$ cat src/rtl/spi_host.sv
// spi_host: SPI mode-0 master on the RISC5 I/O bus.
// A data write starts one full-duplex transfer, MSB first: 8 bits in slow
// mode or 32 bits in fast mode. A control write sets the slave selects and
// the mode for the next transfer.
// Optional feature macro: SPI_HOST_IRQ_EN adds a level transfer-done
// interrupt. A data read or an accepted data write clears it.
module spi_host #(
   parameter int SLOW_DIV = 32,
   parameter int FAST_DIV = 1
) (
   input  logic        clk,
   input  logic        rst_n,
   input  logic        data_en,
   input  logic        ctrl_en,
   input  logic        rd,
   input  logic        wr,
   input  logic [31:0] din,
   output logic [31:0] dout,
   output logic [31:0] status,
   output logic [1:0]  ss_n,
   output logic        sclk,
   output logic        mosi,
   input  logic        miso
`ifdef SPI_HOST_IRQ_EN
   ,
   output logic        irq
`endif
);

   localparam logic [5:0] SLOW_CNT = 6'(SLOW_DIV - 1);
   localparam logic [5:0] FAST_CNT = 6'(FAST_DIV - 1);

   typedef enum logic [1:0] {IDLE, LOW, HIGH} state_t;

   state_t      state, state_next;
   logic [5:0]  cnt, cnt_next;
   logic [5:0]  nb, nb_next;
   logic [31:0] tx, tx_next;
   logic [31:0] rx, rx_next;
   logic [31:0] dout_next;
   logic        sclk_next, mosi_next;
   logic        ready, ready_next;
   logic        fast;
   logic        xfast, xfast_next;
   logic        accept;
   logic        done;

   assign status = {31'b0, ready};

   // Next-state and datapath updates of the shift engine.
   always_comb begin
      state_next = state;
      cnt_next   = cnt;
      nb_next    = nb;
      tx_next    = tx;
      rx_next    = rx;
      dout_next  = dout;
      sclk_next  = sclk;
      mosi_next  = mosi;
      ready_next = ready;
      xfast_next = xfast;
      accept     = 1'b0;
      done       = 1'b0;
      case (state)
         IDLE: begin
            if (data_en && wr) begin
               accept     = 1'b1;
               state_next = LOW;
               ready_next = 1'b0;
               xfast_next = fast;
               if (fast) begin
                  cnt_next  = FAST_CNT;
                  nb_next   = 6'd31;
                  tx_next   = din;
                  mosi_next = din[31];
               end else begin
                  cnt_next  = SLOW_CNT;
                  nb_next   = 6'd7;
                  tx_next   = {din[7:0], 24'b0};
                  mosi_next = din[7];
               end
            end
         end
         LOW: begin
            if (cnt == 6'd0) begin
               state_next = HIGH;
               sclk_next  = 1'b1;
               rx_next    = {rx[30:0], miso};
               cnt_next   = xfast ? FAST_CNT : SLOW_CNT;
            end else begin
               cnt_next = cnt - 6'd1;
            end
         end
         HIGH: begin
            if (cnt == 6'd0) begin
               sclk_next = 1'b0;
               if (nb != 6'd0) begin
                  state_next = LOW;
                  tx_next    = {tx[30:0], 1'b0};
                  mosi_next  = tx[30];
                  nb_next    = nb - 6'd1;
                  cnt_next   = xfast ? FAST_CNT : SLOW_CNT;
               end else begin
                  state_next = IDLE;
                  mosi_next  = 1'b1;
                  ready_next = 1'b1;
                  done       = 1'b1;
                  dout_next  = xfast ? rx : {24'b0, rx[7:0]};
               end
            end else begin
               cnt_next = cnt - 6'd1;
            end
         end
         default: begin
            state_next = IDLE;
            sclk_next  = 1'b0;
            mosi_next  = 1'b1;
            ready_next = 1'b1;
         end
      endcase
   end

   // Shift engine registers; reset aborts any transfer.
   always_ff @(posedge clk or negedge rst_n) begin
      if (!rst_n) begin
         state <= IDLE;
         cnt   <= 6'd0;
         nb    <= 6'd0;
         tx    <= 32'b0;
         rx    <= 32'b0;
         dout  <= 32'b0;
         sclk  <= 1'b0;
         mosi  <= 1'b1;
         ready <= 1'b1;
         xfast <= 1'b0;
      end else begin
         state <= state_next;
         cnt   <= cnt_next;
         nb    <= nb_next;
         tx    <= tx_next;
         rx    <= rx_next;
         dout  <= dout_next;
         sclk  <= sclk_next;
         mosi  <= mosi_next;
         ready <= ready_next;
         xfast <= xfast_next;
      end
   end

   // Control register: slave selects and mode, writable even while busy.
   always_ff @(posedge clk or negedge rst_n) begin
      if (!rst_n) begin
         ss_n <= 2'b11;
         fast <= 1'b0;
      end else if (ctrl_en && wr) begin
         ss_n <= ~din[1:0];
         fast <= din[2];
      end
   end

`ifdef SPI_HOST_IRQ_EN
   // Transfer-done interrupt; a completion in the same cycle as a clear wins.
   always_ff @(posedge clk or negedge rst_n) begin
      if (!rst_n) begin
         irq <= 1'b0;
      end else if (done) begin
         irq <= 1'b1;
      end else if ((data_en && rd) || accept) begin
         irq <= 1'b0;
      end
   end
`else
   logic unused_rd;
   assign unused_rd = rd;
`endif

endmodule

$ cat config.mk
export PLATFORM = sky130hd
export DESIGN_NAME = spi_host
export DESIGN_NICKNAME = d
export VERILOG_FILES = /design/src/rtl/spi_host.sv
export SDC_FILE = /design/constraint.sdc
export NUM_CORES = 1
export LEC_CHECK = 0
export ABC_AREA = 1
export BUFFER_PORTS_ARGS = -buffer_cell sky130_fd_sc_hd__buf_4
export CAP_MARGIN = 20
export CORE_MARGIN = 2
export CORE_UTILIZATION = 45
export DETAILED_ROUTE_END_ITERATION = 7
export PLACE_DENSITY = 0.78
export SYNTH_ARGS = -nofsm -noshare
export SYNTH_HDL_FRONTEND = slang
export SYNTH_SLANG_ARGS = --single-unit
$ cat constraint.sdc
create_clock -name clk -period 2.1 [get_ports clk]
set_input_delay 0.525 -clock clk [delete_from_list [all_inputs] [get_ports clk]]
set_output_delay 0.525 -clock clk [all_outputs]
set_load 0.1 [all_outputs]
# == Word level (Yosys, flattened, before mapping) ==
# Index checks and enable logic that the tools add are counted.
# totals
input_bits,39
output_inout_bits,68
word_cells,77
register_bits,116
# op_classes
bitwise,4
eq_ne,8
reduce_logical,16
muxes,35
add_sub_neg,2
# ops
op,count
$mux 31,4
$pmux 31 s2,1
$mux 6,7
$mux 32,1
$pmux 6 s3,1
$mux 5,3
$reduce_and 3->1,5
$pmux 6 s2,1
$sub 6x1->6 const B,2
$mux 1,10
$ne 2x2->1 const B,5
$pmux 1 s3,3
$reduce_and 4->1,2
$logic_not 6->1,1
$mux 2,3
$pmux 2 s3,1
$reduce_bool 6->1,1
$reduce_and 2->1,2
$ne 3x3->1 const B,1
$not 1->1,3
$reduce_bool 3->1,1
$eq 2x1->1 const B,1
$eq 2x2->1 const B,1
$logic_and 1x1->1,2
other kinds (3),3

# == Logic depth before layout (Yosys ltp) ==
# Gate-level depths: netlist of the first run.
# logic_depth
ltp_word,4
mapped_depth,10
mapped_depth_nobuf,9

# == Least setup slack after synthesis of the first run ==
# OpenSTA, ideal clock, no wires.
# synth_path
path_kind,reg2reg
start,reg state[0]
end,reg nb[0]
stages_incl_launch_ff,11
setup_ps,120
period_less_slack_ps,1590
required_ps,1980
arrival_ps,1470
slack_ps,510
n_path_buf,2
path_cell_list,dfrtp_1 -> inv_1 -> ha_1 -> buf_4 -> inv_2 -> nand2_1 -> a21boi_2 -> nor2_8 -> buf_6 -> nand2_1 -> nand2_1
# synth_via
elab_chain_len,3
word_cells_on_any_way,8
cone_classes,eq/ne: 4; mux: 1; reduce/logical: 3
# synth_lines
item,line_no,rtl
start: declaration,35,"state_t state, state_next;"
start signal: assignment,137,state <= state_next;
$eq 2x2->1 or $logic_not 2->1 (tied branches),64,case (state)
$ne 2x2->1 (no line) or $reduce_bool 2->1 (tied branches),n/a,
$reduce_and 4->1 (no line),n/a,
end signal: assignment,139,nb <= nb_next;
end: declaration,37,"logic [5:0] nb, nb_next;"
# Parallel ways exist; a longest one is shown, timed or not.
# A chain may end at the register's enable or synchronous reset.

# == Worst setup path after layout of the first run ==
# layout_path
start,reg state[0]
end,reg tx[21]
# layout_via
elab_chain_len,3
word_cells_on_any_way,8
cone_classes,eq/ne: 4; mux: 1; reduce/logical: 3
# layout_lines
item,line_no,rtl
$eq 2x2->1 or $logic_not 2->1 (tied branches),64,
$ne 2x2->1 (no line) or $reduce_bool 2->1 (tied branches),n/a,
$reduce_and 4->1 (no line),n/a,
end signal: assignment,140,tx <= tx_next;
end: declaration,38,"logic [31:0] tx, tx_next;"
# Parallel ways exist; a longest one is shown, timed or not.

==> impl_results.md, run 1 <==
* Most frequent CP cell: nand2_1
* Vias per cell at 4.84
* Initial core utilization at 0.465
* DRC viols at 0
* Reg2Reg Depth at 9
* RSZ-0062 raised after global routing: no
* Reg2reg end: tx[21]
* CTS Buf Count at 17
* Setup CP Type: reg2reg
* Total track usage at 0.188
* Fin crit period at 1860 ps
* Final setup vio count at 0
* Comb pwr share at 0.344
* CTS tree: yes
* Register-to-Register Setup Slack at 240 ps
* Die Height at ~120 um
* Clock root cell: clkbuf_16
* Worst Path Required at 2400 ps
* Cell Rows at 40
* Post-Synthesis Cells at just under 700
* Worst-path maximum fanout at 36
* Clk_lat worst skew at 410 ps
* Final core occ at 0.569
* Die width at 116 um
* VDD IR-drop max at 0.000595 V
* Int Pwr at 0.00570 W
* Largest net degree at the start of global routing at 68
* Vias in the first global route at 4277
* Final TNS setup at 0 ps
* Routed wire per std cell at ~13 um
* Asr flop ratio synth at 1.00
* GRT overflow at 0
* Max Cap Viol at 0
* Arr. time, crit path at 2150 ps
* Leak at approximately 3.5 nW
* Distinct cells, synth at 33
* Hold Crit Class: in2async
* Share of the synthesized area in the top cell type at 0.497
* Max stage delay on crit path at 410 ps
* Final slew viol count at 0
* Most numerous cell in the Yosys netlist: nand2_1
* Antenna viol nets, final at 0
* Switching part of the total at 0.381
* Max clock buf depth at 2
* Outcome: complete, no violations
* Type of origin of the critical path: flip-flop
* Final WL at 11700 um
* Initial antenna violation count at 0
* Clock Pin Slew Worst Setup and Hold Paths at 60 ps
* Number of clock sinks at 116
* Layout cells sized above 1 at 0.190
* Area leader, netlist: dfrtp_1
* Sequential share of the synthesized area at 0.516
* First-pass GRT wire length at 19900 um
* Part of the power in registers at 0.321
* I/O Buffers at 74
* Crit end category: flip-flop
* Top post-synthesis cells by count: 279 x nand2_1, 112 x dfrtp_1, 38 x o21ai_0, 38 x o21ai_1, 37 x buf_4
* Routed vias at approximately 4500
* HPWL after DPL at about 7500 um
* Top Ports at ~110
* Max Freq at 538 MHz
* # nets final at about 800
* Power Density at 1340 nW/um^2
* Synthesized flop and latch total at 116
* Initial drt markers at 243
* Layout area overhead at 22.2%
* Synth Cell Area at roughly 5600 sq um
* Cells along the critical path: inv_1, ha_1, buf_4, nand2_1, nand2_1, nand2_2, buf_6, nand2_1, nand2_1
* Worst hold slack at roughly 61 ps
* Core Area at between 10000 and 15000 sq um
* Number of H-tree levels at 4
* Post-synthesis area per instance at 8.33 sq um
* Hold Fails Final Rpt at 0
* Post-synth EDFFs at 0
* Drt pass-1 iters at 5
* Area contributors post-synth: dfrtp_1 50%, nand2_1 19%, buf_4 4.9%, o21ai_0 3.4%, o21ai_1 3.4%
* Final period utilization at 0.885
* Worst r2r src: state[0]
* Skew final at a little under 8 ps
* Ys flop type: dfrtp_1
* Die area at 13400 sq um
* Sw Pwr at 0.00351 W
* Slowest cell on crit path: dfrtp_1
* GP Congestion at approximately 0.84
* Yosys warns at 0
* N_diodes at 0
* Clk pwr share at 0.334
metrics by stage:
step | cell area, sq um | power (W) | setup WS [ps] | cells
2_1_floorplan | 5750 | 0.00550 | 510 | 707
3_3_place_gp | 6250 | 0.00606 | 249 | 900
3_5_place_dp | 6250 | 0.00613 | 195 | 900
4_1_cts | 6880 | 0.00924 | 174 | 932
5_1_grt | 6890 | 0.00980 | 70.2 | 932
6_report | 6890 | 0.00921 | 241 | 932
worst max-delay path by stage:
stage | from | end | slack [ps] | cells past startpoint
final | state[0] | tx[21] | 240 | 9
after global routing | state[0] | tx[7] | 70 | 9
after CTS | state[0] | tx[6] | 170 | 9
after detailed placement | state[0] | tx[21] | 190 | 9
after global placement | state[0] | tx[16] | 250 | 9
after floorplan | state[0] | nb[0] | 510 | 10
cell families (layout without fill, tap and decap cells):
kind of cell               after synthesis  after routing  share of synthesized area
AOI/OAI and AO/OA                      111            111                      0.119
adders and majority gates                7              7                     0.0155
buffers and inverters                  105            162                      0.106
DFF                                    116            116                      0.516
other                                    1             31                   0.000665
and+or+nand+nor                        337            337                      0.244
state kept, by name, indices dropped and copies added (netlist names):
name	cells
sclk	1
fast	1
mosi	1
ready	1
nb	6
rx	32
cnt	6
xfast	1
dout	32
ss_n	2
tx	31
state	2
cell usage in the layout, fill, tap and decap left out, drive strengths merged, types with 6 or more instances in the layout:
| master | instances |
|---|---|
| a22o | 21 |
| dfrtp | 112 |
| o21ai | 78 |
| inv | 42 |
| clkbuf | 20 |
| conb | 31 |
| a31oi | 6 |
| nand3 | 16 |
| buf | 90 |
| nor2 | 30 |
| nand2 | 283 |
| ha | 7 |
timing repair:
item	in CTS	in global routing
hold buffers	0	0
setup buffers	0	0
setup endpoints to repair	0	1
resized for setup	0	1
worst max-delay path, delay by kind of cell, from the launching register on:
kind                       cells  cell delay [ps]
buffers and inverters          3              530
DFF                            1              410
and+or+nand+nor                5              480
adders and majority gates      1              320
layout make-up:
class	count	area (sq um)
inverter	40	150
clock inverter	12	176
timing repair buffer	90	742
fill	1089	5220
sequential	116	2910
clock buffer	20	457
tap	168	210
multi-input combinational	486	2240
power by group through the flow:
stage / sequential [W] / combinational, W / clock (W)
3_5_place_dp: 0.00298 / 0.00315 / 0
5_1_grt: 0.00300 / 0.00358 / 0.00321
3_3_place_gp: 0.00298 / 0.00308 / 0
6_report: 0.00296 / 0.00317 / 0.00308
4_1_cts: 0.00296 / 0.00317 / 0.00311
2_1_floorplan: 0.00307 / 0.00243 / 0
layer usage:
| metal | wire length [um] | share of wire | track usage | vias to the layer above |
|---|---|---|---|---|
| met3 | 559 | 0.048 | 0.0356 | 24 |
| met2 | 5580 | 0.48 | 0.296 | 141 |
| met5 | 0 | 0 | 0 | - |
| met1 | 5280 | 0.45 | 0.247 | 2099 |
| met4 | 286 | 0.024 | 0.0992 | 0 |
| li1 | - | - | - | 2245 |
No activity file was read; power rests on OpenSTA's default activity.
==> inputs of run 2 (changes only) <==
--- a/config.mk
+++ b/config.mk
@@ -6,12 +6,13 @@
 export NUM_CORES = 1
 export LEC_CHECK = 0
 export ABC_AREA = 1
+export ABC_CLOCK_PERIOD_IN_PS = 2100
 export BUFFER_PORTS_ARGS = -buffer_cell sky130_fd_sc_hd__buf_4
 export CAP_MARGIN = 20
 export CORE_MARGIN = 2
-export CORE_UTILIZATION = 45
+export CORE_UTILIZATION = 50
 export DETAILED_ROUTE_END_ITERATION = 7
-export PLACE_DENSITY = 0.78
+export PLACE_DENSITY = 0.84
 export SYNTH_ARGS = -nofsm -noshare
 export SYNTH_HDL_FRONTEND = slang
 export SYNTH_SLANG_ARGS = --single-unit
==> run 2 against run 1 <==
Critical path depth unchanged. First-iteration DRC count up 6.2%. Non-clock buffer count down 4. Sequential power about the same. Via count up 0.29%. Flip-flop and latch count unchanged. Hold slack lost 30 ps. Final cell count decreased by 3.4%. Die area down 9.7%. Count of clock-buffer cells in the layout stayed put. Critical endpoint is now tx[11]. Largest power group unchanged. Highest routed layer unchanged.
==> impl_results.md, run 2 (synthesized netlist as in run 1, its figures left out) <==
* Die area at 12100 sq um
* N_diodes at 0
* HPWL after DPL at 7340 um
* Area of the multi-input gates at between 2000 and 2500 sq um
* Crit end category: flip-flop
* Arr. time, crit path at 2210 ps
* Max clock buf depth at 2
* Vias in the first global route at between 4000 and 5000
* VDD IR-drop max at 0.000758 V
* Initial core utilization at 0.515
* Routed wire per std cell at about 13 um
* # Post-CTS Setup Buffers at 0
* GP Congestion at around 0.80
* Setup WS pre-CTS at 198 ps
* Register-to-Register Setup Slack at ~250 ps
* Drt pass-1 iters at 5
* Final TNS setup at 0 ps
* Reg area at 2910 sq um
* Reg2reg end: tx[11]
* Core Area at 10900 sq um
* CTS tree: yes
* Skew final at 21.1 ps
* Hold Fails Final Rpt at 0
* Hold Crit Class: in2async
* Worst-path maximum fanout at 36
* Layout cells sized above 1 at 0.184
* Commonest non-fill, non-tap cell in the layout: nand2_1
* Initial antenna violation count at 0
* Max Freq at 540 MHz
* Worst setup margin at between 200 and 250 ps
* Die Height at roughly 110 um
* Final WL at 11600 um
* Number of clock sinks at 116
* Setup CP Type: reg2reg
* Number of H-tree levels at 4
* CP Capture Point: tx[11]
* Clock root cell: clkbuf_16
* Final core occ at 0.621
* RSZ-0062 raised after global routing: no
* Antenna viol nets, final at 0
* Final setup vio count at 0
* Final slew viol count at 0
* Vias per cell at 5.02
* Die width at 110 um
* Cell Rows at 38
* # nets final at 793
* DRC viols at 0
* Layout area overhead at 20.5%
* Worst r2r src: state[0]
* # fillers at 876
* CTS Buf Count at 17
* I/O Buffers at 74
* Clock Pin Slew Worst Setup and Hold Paths at 60 ps
* Leak at around 3.5 nW
* Reg2Reg Depth at 9
* Largest net degree at the start of global routing at 68
* Final period utilization at 0.882
* Commonest cells after routing, fill and taps aside: 279 x nand2_1, 112 x dfrtp_1, 82 x buf_4, 38 x o21ai_0, 38 x o21ai_1
* Total track usage at 0.205
* Initial drt markers at 258
* Biggest regs: dout x32, rx x32, tx x31
* Fin crit period at between 1500 and 2000 ps
* Routed vias at 4522
* Type of origin of the critical path: flip-flop
* Outcome: complete, no violations
* Crit path from: state[0]
* Power Density at 1330 nW/um^2
* Worst Path Required at 2450 ps
* First-pass GRT wire length at 19400 um
* Max Cap Viol at 0
* Clk_lat worst skew at 410 ps
* Top Ports at about 110
* GRT overflow at 0
run 2: changes by cell type in the layout (fill, tap and decap cells not counted):
cell and change:
clkinvlp_4 -1, a21boi_1 -1, buf_4 -2, clkbuf_1 +2, a21boi_2 +1, clkbuf_8 -2, buf_12 -1, buf_6 -1
clkinv_4 +1
run 2: worst min-delay path by stage:
stage                     endpoint  slack [ps]  depth (start not counted)
after floorplan             cnt[0]         230                          0
final                       tx[19]          30                          1
after global placement       tx[6]         460                          2
after detailed placement    tx[19]         470                          1
after CTS                    tx[4]          30                          1
after global routing        tx[19]          50                          1
run 2: final cells by class:
type / instances / share of cell area
multi-input combinational: 486 / 0.331
clock inverter: 12 / 0.0262
timing repair buffer: 86 / 0.102
clock buffer: 20 / 0.0643
tap: 140 / 0.0258
sequential: 116 / 0.428
inverter: 40 / 0.0221
run 2: worst max-delay path, stage by stage, from the launching register on:
cell	delay [ps]
dfrtp_1	380
inv_1	80
ha_1	250
buf_12	190
nand2_1	150
nand2_1	110
nand2_2	80
buf_4	340
nand2_1	100
nand2_1	90
run 2: where the power goes:
| part | leakage, nW | switching [W] | internal [W] | total [W] |
|---|---|---|---|---|
| Sequential | 1.54 | 0.000288 | 0.00267 | 0.00296 |
| Combinational | 1.61 | 0.00219 | 0.000915 | 0.00310 |
| Clock | 0.299 | 0.000998 | 0.00199 | 0.00299 |
run 2: routing by layer:
layer,track usage,part of all wire,vias to the layer above
li1,-,-,2245
met1,0.281,0.45,2139
met2,0.321,0.48,126
met3,0.0482,0.048,12
met4,0.0750,0.014,0
met5,0,0,-
run 2: metrics by stage:
stage                     power [W]  std cells  instance area [sq um]  hold WS (ps)
after floorplan             0.00550        707                   5750           229
after global placement      0.00597        868                   6170           464
after detailed placement    0.00604        868                   6170           466
after CTS                   0.00908        900                   6790          31.4
after global routing        0.00964        900                   6790          47.0
final                       0.00905        900                   6790          31.4
run 2: what timing repair did:
item / CTS / global route
endpoints found under the setup margin: 0 / 6
gates resized for setup: 0 / 1
hold buffers: 0 / 0
==> inputs of run 3 (changes only) <==
--- a/config.mk
+++ b/config.mk
@@ -6,7 +6,7 @@
 export NUM_CORES = 1
 export LEC_CHECK = 0
 export ABC_AREA = 1
-export ABC_CLOCK_PERIOD_IN_PS = 2100
+export ABC_CLOCK_PERIOD_IN_PS = 2060
 export BUFFER_PORTS_ARGS = -buffer_cell sky130_fd_sc_hd__buf_4
 export CAP_MARGIN = 20
 export CORE_MARGIN = 2
==> constraint.sdc (replaced) <==
create_clock -name clk -period 2.06 [get_ports clk]
set_input_delay 0.515 -clock clk [delete_from_list [all_inputs] [get_ports clk]]
set_output_delay 0.515 -clock clk [all_outputs]
set_load 0.1 [all_outputs]
==> run 3 against run 2 <==
Non-clock buffer count grew 1. Final area increased by 0.59%. Die area is the same. Register-to-register slack got worse by 60 ps. Highest routed layer unchanged. Via count grew 1.3%. Final cell count is the same. Largest cell class unchanged. First-iteration DRC count fell by 3.5%. Clock skew down 11 ps. Clock power increased by 5%. Sequential power grew 2%. Maximum frequency decreased by 0.86%. Combinational power up 4%.
==> impl_results.md, run 3 (synthesized netlist as in run 1, its figures left out) <==
* Max stage delay on crit path at 390 ps
* Skew final at 9.74 ps
* Layout area overhead at 21.2%
* DRC viols at 0
* Cell Rows at 38
* Post-CTS sizing at 0
* Routed wire per std cell at 13.3 um
* Number of H-tree levels at 4
* Hold Fails Final Rpt at 0
* Vias in the first global route at 4292
* Initial antenna violation count at 0
* Total track usage at 0.212
* Power Density at ~1400 nW/um^2
* # Post-CTS Setup Buffers at 0
* Max Cap Viol at 0
* N_diodes at 0
* Setup CP Type: reg2reg
* CTS Hold Buffers Added at 0
* GRT overflow at 0
* I/O Buffers at 74
* Initial core utilization at 0.515
* Final TNS setup at 0 ps
* # nets final at 794
* Crit end category: flip-flop
* Reg area at 2910 sq um
* GP Congestion at 0.831
* Max Freq at about 540 MHz
* Arr. time, crit path at 2150 ps
* Area of the multi-input gates at 2240 sq um
* Final period utilization at 0.907
* Top Ports at 107
* Largest net degree at the start of global routing at 68
* First-pass GRT wire length at slightly below 20000 um
* Vias per cell at 5.09
* Initial drt markers at 249
* Max clock buf depth at 2
* Worst-path maximum fanout at 6
* Type of origin of the critical path: flip-flop
* Die area at 12100 sq um
* Commonest non-fill, non-tap cell in the layout: nand2_1
* Outcome: complete, no violations
* Slowest cell on crit path: dfrtp_1
* Die width at 110 um
* CTS Buf Count at 17
* Crit path from: state[1]
* CTS tree: yes
* Core Area at between 10000 and 15000 sq um
* Clk_lat worst skew at 410 ps
* Leak at approximately 3.5 nW
* Hold Crit Class: in2async
* RSZ-0062 raised after global routing: no
* Routed vias at 4579
* Worst Path Required at 2340 ps
* Final slew viol count at 0
* Most frequent CP cell: nand2_1
* Cells along the critical path: inv_1, ha_1, inv_2, a21oi_2, nor2_1, a21boi_1, buf_4, nand2_1, nand2_1
* Die Height at between 100 and 150 um
* # fillers at approximately 880
* Antenna viol nets, final at 0
* Clock root cell: clkbuf_16
* Clock Pin Slew Worst Setup and Hold Paths at roughly 60 ps
* Final setup vio count at 0
* Worst hold slack at 55.3 ps
* Fin crit period at 1870 ps
* Final core occ at 0.625
* Worst r2r src: state[1]
* Drt pass-1 iters at 5
* Biggest regs: dout x32, rx x32, tx x31
* Commonest cells after routing, fill and taps aside: 279 x nand2_1, 112 x dfrtp_1, 81 x buf_4, 38 x o21ai_0, 38 x o21ai_1
* Final WL at 12000 um
* Layout cells sized above 1 at 0.187
* VDD IR-drop max at 0.000722 V
* Number of clock sinks at 116
* HPWL after DPL at 7540 um
run 3: cell type report:
| class | instances | share of cell area |
|---|---|---|
| flip-flops and latches | 116 | 0.426 |
| multi-input cells | 486 | 0.329 |
| repair buffers | 87 | 0.105 |
| clock buffers | 18 | 0.0643 |
| clock inverters | 13 | 0.0286 |
| well taps | 140 | 0.0256 |
| inverters | 40 | 0.0220 |
run 3: metrics by stage:
| stage | total power, W | cells | cell area [sq um] | setup slack [ps] |
|---|---|---|---|---|
| 6_report | 0.00937 | 900 | 6830 | 191 |
| 5_1_grt | 0.00993 | 900 | 6830 | 18.1 |
| 4_1_cts | 0.00940 | 900 | 6830 | 167 |
| 3_5_place_dp | 0.00621 | 869 | 6190 | 206 |
| 3_3_place_gp | 0.00611 | 869 | 6190 | 287 |
| 2_1_floorplan | 0.00561 | 707 | 5750 | 470 |
run 3: worst paths after layout:
check	end	slack, ps	depth (start not counted)
setup / recovery	cnt[0]	190	9
hold / removal	tx[20]	60	1
setup reg to reg	cnt[0]	190	9
hold reg to reg	rx[31]	480	2
max in group asynchronous	ready	1340	2
min in group clk	ss_n[1]	310	2
run 3: where the power goes:
part,leakage (nW),switching [W],internal (W)
registers,1.54,0.000292,0.00272
clock network,0.312,0.00106,0.00207
logic,1.62,0.00226,0.000963
run 3: worst max-delay path: cells and delay by family (launching register included):
kind	cells	cell delay [ps]
simple gates	3	280
fa+ha+maj	1	300
flops	1	390
buf+inv	3	350
compound gates	2	400
run 3: metal layers:
layer  wire (um)  GRT usage
met5           0          0
met4         204     0.0911
met3         632     0.0506
met2        5990      0.337
met1        5180      0.278
